--- src/rtl/register_bank_reader_if.sv ---
// Bus bundle for register_bank_reader: command, bank read port, vector output.
// The bcast input exists only when REG_BANK_READER_BCAST_EN is defined.
interface register_bank_reader_if #(
  parameter int DATA_W  = 8,
  parameter int ADDR_W  = 3,
  parameter int MAX_LEN = 8
);
  logic                      start;
  logic [ADDR_W-1:0]         base_addr;
  logic [ADDR_W:0]           len;
`ifdef REG_BANK_READER_BCAST_EN
  logic                      bcast;
`endif
  logic                      busy;
  logic                      err;
  logic [ADDR_W-1:0]         dir_A;
  logic                      signal_read;
  logic [DATA_W-1:0]         eA;
  logic [DATA_W*MAX_LEN-1:0] vec_out;
  logic                      vec_valid;
  logic                      vec_ready;

  modport master (
    input  start, base_addr, len,
`ifdef REG_BANK_READER_BCAST_EN
    input  bcast,
`endif
    input  eA, vec_ready,
    output busy, err, dir_A, signal_read,
    output vec_out, vec_valid
  );

  modport slave (
    output start, base_addr, len,
`ifdef REG_BANK_READER_BCAST_EN
    output bcast,
`endif
    output eA, vec_ready,
    input  busy, err, dir_A, signal_read,
    input  vec_out, vec_valid
  );
endinterface

--- src/rtl/register_bank_reader.sv ---
// Burst reader for the vector register bank; packs eA bytes into vec_out.
// Optional broadcast mode (single read replicated) via REG_BANK_READER_BCAST_EN.
module register_bank_reader #(
  parameter int DATA_W  = 8,
  parameter int ADDR_W  = 3,
  parameter int MAX_LEN = 8,
  parameter int RD_LAT  = 1
) (
  input logic clk,
  input logic rst_n,
  register_bank_reader_if.master bus
);
  localparam int LW = ADDR_W + 1;
  localparam int VW = DATA_W * MAX_LEN;
  localparam logic [LW-1:0] MAXL = LW'(MAX_LEN);

  typedef enum logic [1:0] {
    IDLE, ISSUE, DRAIN, HOLD
  } state_e;

  state_e state_q, state_d;
  logic [ADDR_W-1:0] base_q, base_d;
  logic [ADDR_W-1:0] dir_q, dir_d;
  logic [LW-1:0] len_q, len_d;
  logic [LW-1:0] iss_q, iss_d;
  logic [LW-1:0] ret_q, ret_d;
  logic [LW-1:0] lane_q, lane_d;
  logic rd_q, rd_d;
  logic err_q, err_d;
  logic bc_q, bc_d;
  logic [VW-1:0] vec_q, vec_d;

  logic cap_v;
  logic [LW-1:0] cap_l;
  logic [LW-1:0] n_iss;
  logic last_cap;
  logic legal;
  logic bc_in;

`ifdef REG_BANK_READER_BCAST_EN
  assign bc_in = bus.bcast;
`else
  assign bc_in = 1'b0;
`endif

  // Outstanding requests: valid bit plus lane index, RD_LAT stages deep
  if (RD_LAT == 0) begin : g_lat0
    assign cap_v = rd_q;
    assign cap_l = lane_q;
  end else begin : g_pipe
    logic [RD_LAT-1:0] pv_q;
    logic [LW-1:0]     pl_q [RD_LAT];

    always_ff @(posedge clk or negedge rst_n) begin
      if (!rst_n) begin
        pv_q <= '0;
        for (int j = 0; j < RD_LAT; j++)
          pl_q[j] <= '0;
      end else begin
        pv_q[0] <= rd_q;
        pl_q[0] <= lane_q;
        for (int j = 1; j < RD_LAT; j++) begin
          pv_q[j] <= pv_q[j-1];
          pl_q[j] <= pl_q[j-1];
        end
      end
    end

    assign cap_v = pv_q[RD_LAT-1];
    assign cap_l = pl_q[RD_LAT-1];
  end

  always_ff @(posedge clk or negedge rst_n) begin
    if (!rst_n) begin
      state_q <= IDLE;
      base_q  <= '0;
      dir_q   <= '0;
      len_q   <= '0;
      iss_q   <= '0;
      ret_q   <= '0;
      lane_q  <= '0;
      rd_q    <= 1'b0;
      err_q   <= 1'b0;
      bc_q    <= 1'b0;
      vec_q   <= '0;
    end else begin
      state_q <= state_d;
      base_q  <= base_d;
      dir_q   <= dir_d;
      len_q   <= len_d;
      iss_q   <= iss_d;
      ret_q   <= ret_d;
      lane_q  <= lane_d;
      rd_q    <= rd_d;
      err_q   <= err_d;
      bc_q    <= bc_d;
      vec_q   <= vec_d;
    end
  end

  always_comb begin
    state_d  = state_q;
    base_d   = base_q;
    dir_d    = dir_q;
    len_d    = len_q;
    iss_d    = iss_q;
    ret_d    = ret_q;
    lane_d   = lane_q;
    rd_d     = 1'b0;
    err_d    = 1'b0;
    bc_d     = bc_q;
    vec_d    = vec_q;
    legal    = (bus.len != '0) && (bus.len <= MAXL);
    n_iss    = bc_q ? LW'(1) : len_q;
    last_cap = cap_v && (ret_q == n_iss - 1'b1);

    if (cap_v && (state_q == ISSUE || state_q == DRAIN)) begin
      ret_d = ret_q + 1'b1;
      if (bc_q) begin
        for (int i = 0; i < MAX_LEN; i++)
          if (LW'(i) < len_q)
            vec_d[i*DATA_W +: DATA_W] = bus.eA;
      end else begin
        vec_d[cap_l*DATA_W +: DATA_W] = bus.eA;
      end
    end

    unique case (state_q)
      IDLE: begin
        if (bus.start) begin
          if (legal) begin
            state_d = ISSUE;
            base_d  = bus.base_addr;
            len_d   = bus.len;
            bc_d    = bc_in;
            iss_d   = '0;
            ret_d   = '0;
            vec_d   = '0;
          end else begin
            err_d = 1'b1;
          end
        end
      end
      ISSUE: begin
        if (iss_q < n_iss) begin
          rd_d   = 1'b1;
          dir_d  = base_q + iss_q[ADDR_W-1:0];
          lane_d = iss_q;
          iss_d  = iss_q + 1'b1;
        end else if (last_cap) begin
          state_d = HOLD;
        end else begin
          state_d = DRAIN;
        end
      end
      DRAIN: begin
        if (last_cap)
          state_d = HOLD;
      end
      HOLD: begin
        if (bus.vec_ready)
          state_d = IDLE;
      end
      default: state_d = IDLE;
    endcase
  end

  assign bus.busy        = (state_q != IDLE);
  assign bus.err         = err_q;
  assign bus.dir_A       = dir_q;
  assign bus.signal_read = rd_q;
  assign bus.vec_out     = vec_q;
  assign bus.vec_valid   = (state_q == HOLD);
endmodule

--- src/flat_wrapper.sv ---
// flat-port wrapper written by rule: the top's interface ports become plain ports
module register_bank_reader_flat 
#(
  parameter int DATA_W  = 8,
  parameter int ADDR_W  = 3,
  parameter int MAX_LEN = 8,
  parameter int RD_LAT  = 1
)
  (clk, rst_n, bus_start, bus_base_addr, bus_len, bus_eA, bus_vec_ready, bus_busy, bus_err, bus_dir_A, bus_signal_read, bus_vec_out, bus_vec_valid);
  register_bank_reader_if #(.DATA_W(DATA_W), .ADDR_W(ADDR_W), .MAX_LEN(MAX_LEN)) bus_i ();
  input logic clk;
  input logic rst_n;
  input wire logic [$bits(bus_i.start)-1:0] bus_start;
  input wire logic [$bits(bus_i.base_addr)-1:0] bus_base_addr;
  input wire logic [$bits(bus_i.len)-1:0] bus_len;
  input wire logic [$bits(bus_i.eA)-1:0] bus_eA;
  input wire logic [$bits(bus_i.vec_ready)-1:0] bus_vec_ready;
  output wire logic [$bits(bus_i.busy)-1:0] bus_busy;
  output wire logic [$bits(bus_i.err)-1:0] bus_err;
  output wire logic [$bits(bus_i.dir_A)-1:0] bus_dir_A;
  output wire logic [$bits(bus_i.signal_read)-1:0] bus_signal_read;
  output wire logic [$bits(bus_i.vec_out)-1:0] bus_vec_out;
  output wire logic [$bits(bus_i.vec_valid)-1:0] bus_vec_valid;
  assign bus_i.start = bus_start;
  assign bus_i.base_addr = bus_base_addr;
  assign bus_i.len = bus_len;
  assign bus_i.eA = bus_eA;
  assign bus_i.vec_ready = bus_vec_ready;
  assign bus_busy = bus_i.busy;
  assign bus_err = bus_i.err;
  assign bus_dir_A = bus_i.dir_A;
  assign bus_signal_read = bus_i.signal_read;
  assign bus_vec_out = bus_i.vec_out;
  assign bus_vec_valid = bus_i.vec_valid;
  register_bank_reader #(.DATA_W(DATA_W), .ADDR_W(ADDR_W), .MAX_LEN(MAX_LEN), .RD_LAT(RD_LAT)) u_core (.clk(clk), .rst_n(rst_n), .bus(bus_i));
endmodule
--- config.mk ---
export PLATFORM = sky130hd
export DESIGN_NAME = register_bank_reader_flat
export DESIGN_NICKNAME = d
export VERILOG_FILES = /design/src/rtl/register_bank_reader_if.sv /design/src/rtl/register_bank_reader.sv /design/src/flat_wrapper.sv
export SDC_FILE = /design/constraint.sdc
export NUM_CORES = 1
export LEC_CHECK = 0
export BUFFER_PORTS_ARGS = -buffer_cell sky130_fd_sc_hd__buf_2
export CORE_MARGIN = 1
export CORE_UTILIZATION = 30
export DETAILED_ROUTE_END_ITERATION = 16
export GPL_ROUTABILITY_DRIVEN = 0
export PLACE_DENSITY = 0.48
export SLEW_MARGIN = 5
export SYNTH_ARGS = -nofsm -noshare
export SYNTH_HDL_FRONTEND = slang
export SYNTH_SLANG_ARGS = --single-unit
--- constraint.sdc ---
create_clock -name clk -period 2.2 [get_ports clk]
set_input_delay 0.66 -clock clk [delete_from_list [all_inputs] [get_ports clk]]
set_output_delay 0.66 -clock clk [all_outputs]
set_load 0.01 [all_outputs]
==> impl_metrics.tcl <==
set metrics [dict create \
    outcome "complete, but fails checks" \
    failed_checks "design-rule violations" \
    via_count_of_the_first_global_routing_pass 3352 \
    hold_slack_ns 0.251 \
    clk_root_buffer_cell "clkbuf_16" \
    most_used_standard_cell_by_instance_count_after_synthesis "dfrtp_1" \
    dr.pass1.iters 10 \
    critPathMaxFanout 12 \
    cts.sinks 95 \
    postSynthAreaPerCell_um2 11.2 \
    routed_via_density 4.65 \
    placed_cells_incl_taps 686 \
    final_cells 705 \
    synth_async_sr_flop_share 1.00 \
    std_cell_rows 44 \
    post_synth_mux_area_share 0.140 \
    final_hold_vio_count 0 \
    postSynthNetCount 441 \
    share_clk_of_total_power 0.462 \
    area.growth.synth_to_final_pct 25.2 \
    rsz0062_at_grt "false" \
    tritoncts "done" \
    post_synth_fa_ha_maj_area_fraction 0.0400 \
    seq_power_share 0.509 \
    cts_htree_levels 3 \
    ff2ff_setup_slack_ns 0.13 \
    grt_usage 0.148 \
    synth.cells.most_frequent "dfrtp_1 (95), nor2_1 (66), mux2i_1 (55)" \
    pin_count_of_the_biggest_net_entering_global_routing 41 \
    initial_utilization 0.311 \
    yosys_warnings 0 \
    synth_seq_cells 95 \
    synth_compound_area_frac 0.0509 \
    synth_top_cell_by_area "dfrtp_1" \
    floorplan.core_area_um2 14700 \
    cts-root-to-sink-buffers 2 \
    syn-cell-area_um2 4570 \
    antenna_left 0 \
    synth_cell_type_count 49 \
    drive_gt1_frac 0.309 \
    numPortBuffers 89 \
    timing.critical_path.from "u_core.cap_l[0]$_DFF_PN0_" \
    antenna_cells 0 \
    power.switching_fraction 0.208 \
    die_h_um 125 \
    layout.nets 549 \
    layout.filler_cells 1435 \
    routed-via-count 3280 \
    transition_time_of_the_tightest_slew_check_pin_ns 0.491 \
    critical_path_start_type "flop" \
    internal-power_w 0.00273 \
    clk_transition_reported_paths_ns 0.06 \
    drv_cap 0 \
    cp_data_required_time_ns 2.43 \
    die_area_um2 15700 \
    fmaxAchievable_ghz 0.483 \
    largest_family_of_logic_cells_by_synthesized_area "simple AND/OR/NAND/NOR gates" \
    yosys.area_share.simple 0.191 \
    fin_crit_sh 0.941 \
    power_per_cell_area_nw_per_um2 601 \
    worst_slack_ns 0.131 \
    arrival_ns 2.30 \
    clock_insertion_delay_worst_skew_ns 0.35 \
    synth_edf_count 0 \
    yosys-top-cells-area "dfrtp_1 (52%), mux2i_1 (12%), nor2_1 (5.4%), ha_1 (3.6%), nand2_1 (2.1%)" \
    io_pins 90 \
    seq_area_frac_synth 0.520 \
    grt_pass1_wl_mm 17.9 \
    switching_power_w 0.000714 \
    yosys_most_used_dff "dfrtp_1" \
    finClkSkew_ns 0.00997 \
    max-vdd-ir-drop_mv 0.332 \
    hpwl_mm 8.05 \
    xor_xnor_cell_area_share_of_the_yosys_netlist 0.0211 \
    numCtsBuffers 9 \
    die-width_um 125 \
    worstSetupEndpointType "flop" \
    share_comb_of_total_power 0.028 \
    number_of_drc_violations_after_detailed_routing 9 \
    antenna_found_initial 0 \
    final-max-slew-violation-count 0 \
    maxSlewHeadroom 0.671 \
    report.final.setup_viol 0 \
    r2r_start "u_core.cap_l[0]$_DFF_PN0_" \
    grt_overflow 0 \
    synthDominantCellAreaShare 0.520 \
    place_ws_ns -0.00676 \
    routed_wire_length_per_instance_um 15.7 \
    route.final.wire_length_mm 11.1 \
    setup.worst_path.class "flop to flop" \
    netlist_instances 408 \
    p_leak_nw 2.91 \
    final_period_minus_worst_setup_slack_ns 2.07 \
    totalPowerFinal_w 0.00344 \
    min-delay-path-class "primary input to async pin" \
    detailedRoute.firstIterationViolations 227 \
]
-- per-stage QoR --
stage | area [um2] | util | TNS, ns
3_3_place_gp | 5390 | 0.366 | 0
6_report | 5720 | 0.389 | 0
3_5_place_dp | 5390 | 0.366 | -0.00983
5_1_grt | 5720 | 0.389 | 0
4_1_cts | 5690 | 0.387 | 0
2_1_floorplan | 4600 | - | 0
-- area by class of cell --
cell class / instances / area, um2 / area share
flip-flops and latches: 95 / 2380 / 0.416
clock buffers: 14 / 264 / 0.0461
clock inverters: 2 / 38.8 / 0.00678
well taps: 184 / 230 / 0.0402
repair buffers: 114 / 698 / 0.122
multi-input cells: 281 / 2050 / 0.359
inverters: 15 / 61.3 / 0.0107
-- cells by family after synthesis --
group | Yosys count
AOI/OAI and AO/OA | 33
xor gates and xnor gates | 11
adders and majority gates | 14
buffers and inverters | 32
DFF | 95
muxes | 63
and+or+nand+nor | 160
-- cells in the final DEF, fill, tap and decap left out, types with 10 or more instances in the layout --
| master | netlist | layout |
|---|---|---|
| a21oi_1 | 10 | 10 |
| and2_1 | 11 | 10 |
| buf_2 | 7 | 88 |
| buf_4 | 2 | 21 |
| dfrtp_1 | 95 | 94 |
| ha_1 | 13 | 12 |
| inv_1 | 15 | 14 |
| mux2i_1 | 55 | 55 |
| nand2_1 | 26 | 26 |
| nand2b_1 | 10 | 10 |
| nor2_1 | 66 | 66 |
-- power groups by stage --
stage	registers, W	logic (W)	clock network [W]
after detailed placement	0.00178	0.000102	0
final	0.00175	0.0000973	0.00159
after CTS	0.00175	0.000102	0.00165
after floorplan	0.00179	0.0000137	0
after global routing	0.00175	0.000110	0.00170
after global placement	0.00178	0.000101	0
-- state kept, by name (all words and copies together) (netlist names) --
register,cells
u_core.bus.vec_out,64
u_core.cap_l,4
u_core.iss_q,4
u_core.lane_q,4
u_core.len_q,4
u_core.ret_q,4
u_core.base_q,3
u_core.bus.dir_A,3
u_core.state_q,2
u_core.bus.err,1
u_core.bus.signal_read,1
u_core.cap_v,1
-- path summary, 6_finish.rpt --
kind                                               endpoint  cells past startpoint
max                         u_core.bus.vec_out[7]$_DFF_PN0_                      8
min                        u_core.bus.vec_out[58]$_DFF_PN0_                      1
max reg2reg                 u_core.bus.vec_out[7]$_DFF_PN0_                      8
min reg2reg                       u_core.cap_l[0]$_DFF_PN0_                      0
max in group asynchronous  u_core.bus.vec_out[54]$_DFF_PN0_                      2
min in group clk                  u_core.cap_l[0]$_DFF_PN0_                      0
-- worst max-delay path: stages (launching register included) --
cell      delay, ns
dfrtp_2        0.47
clkinv_4       0.10
ha_4           0.15
or3b_4         0.40
nor3_4         0.20
o2111a_1       0.26
buf_12         0.14
mux2i_1        0.19
nor2_1         0.05
-- repair_timing --
action,CTS,global route
resized for setup,0,5
setup endpoints to repair,0,23
hold buffers,0,0
setup buffers,0,3
-- per-layer routing --
layer,vias to the layer above,GRT usage,part of all wire
li1,1599,-,-
met1,1599,0.190,0.46
met2,70,0.239,0.48
met3,12,0.0381,0.044
met4,0,0.0574,0.017
met5,-,0,0
Power figures use the tool's default switching activity.
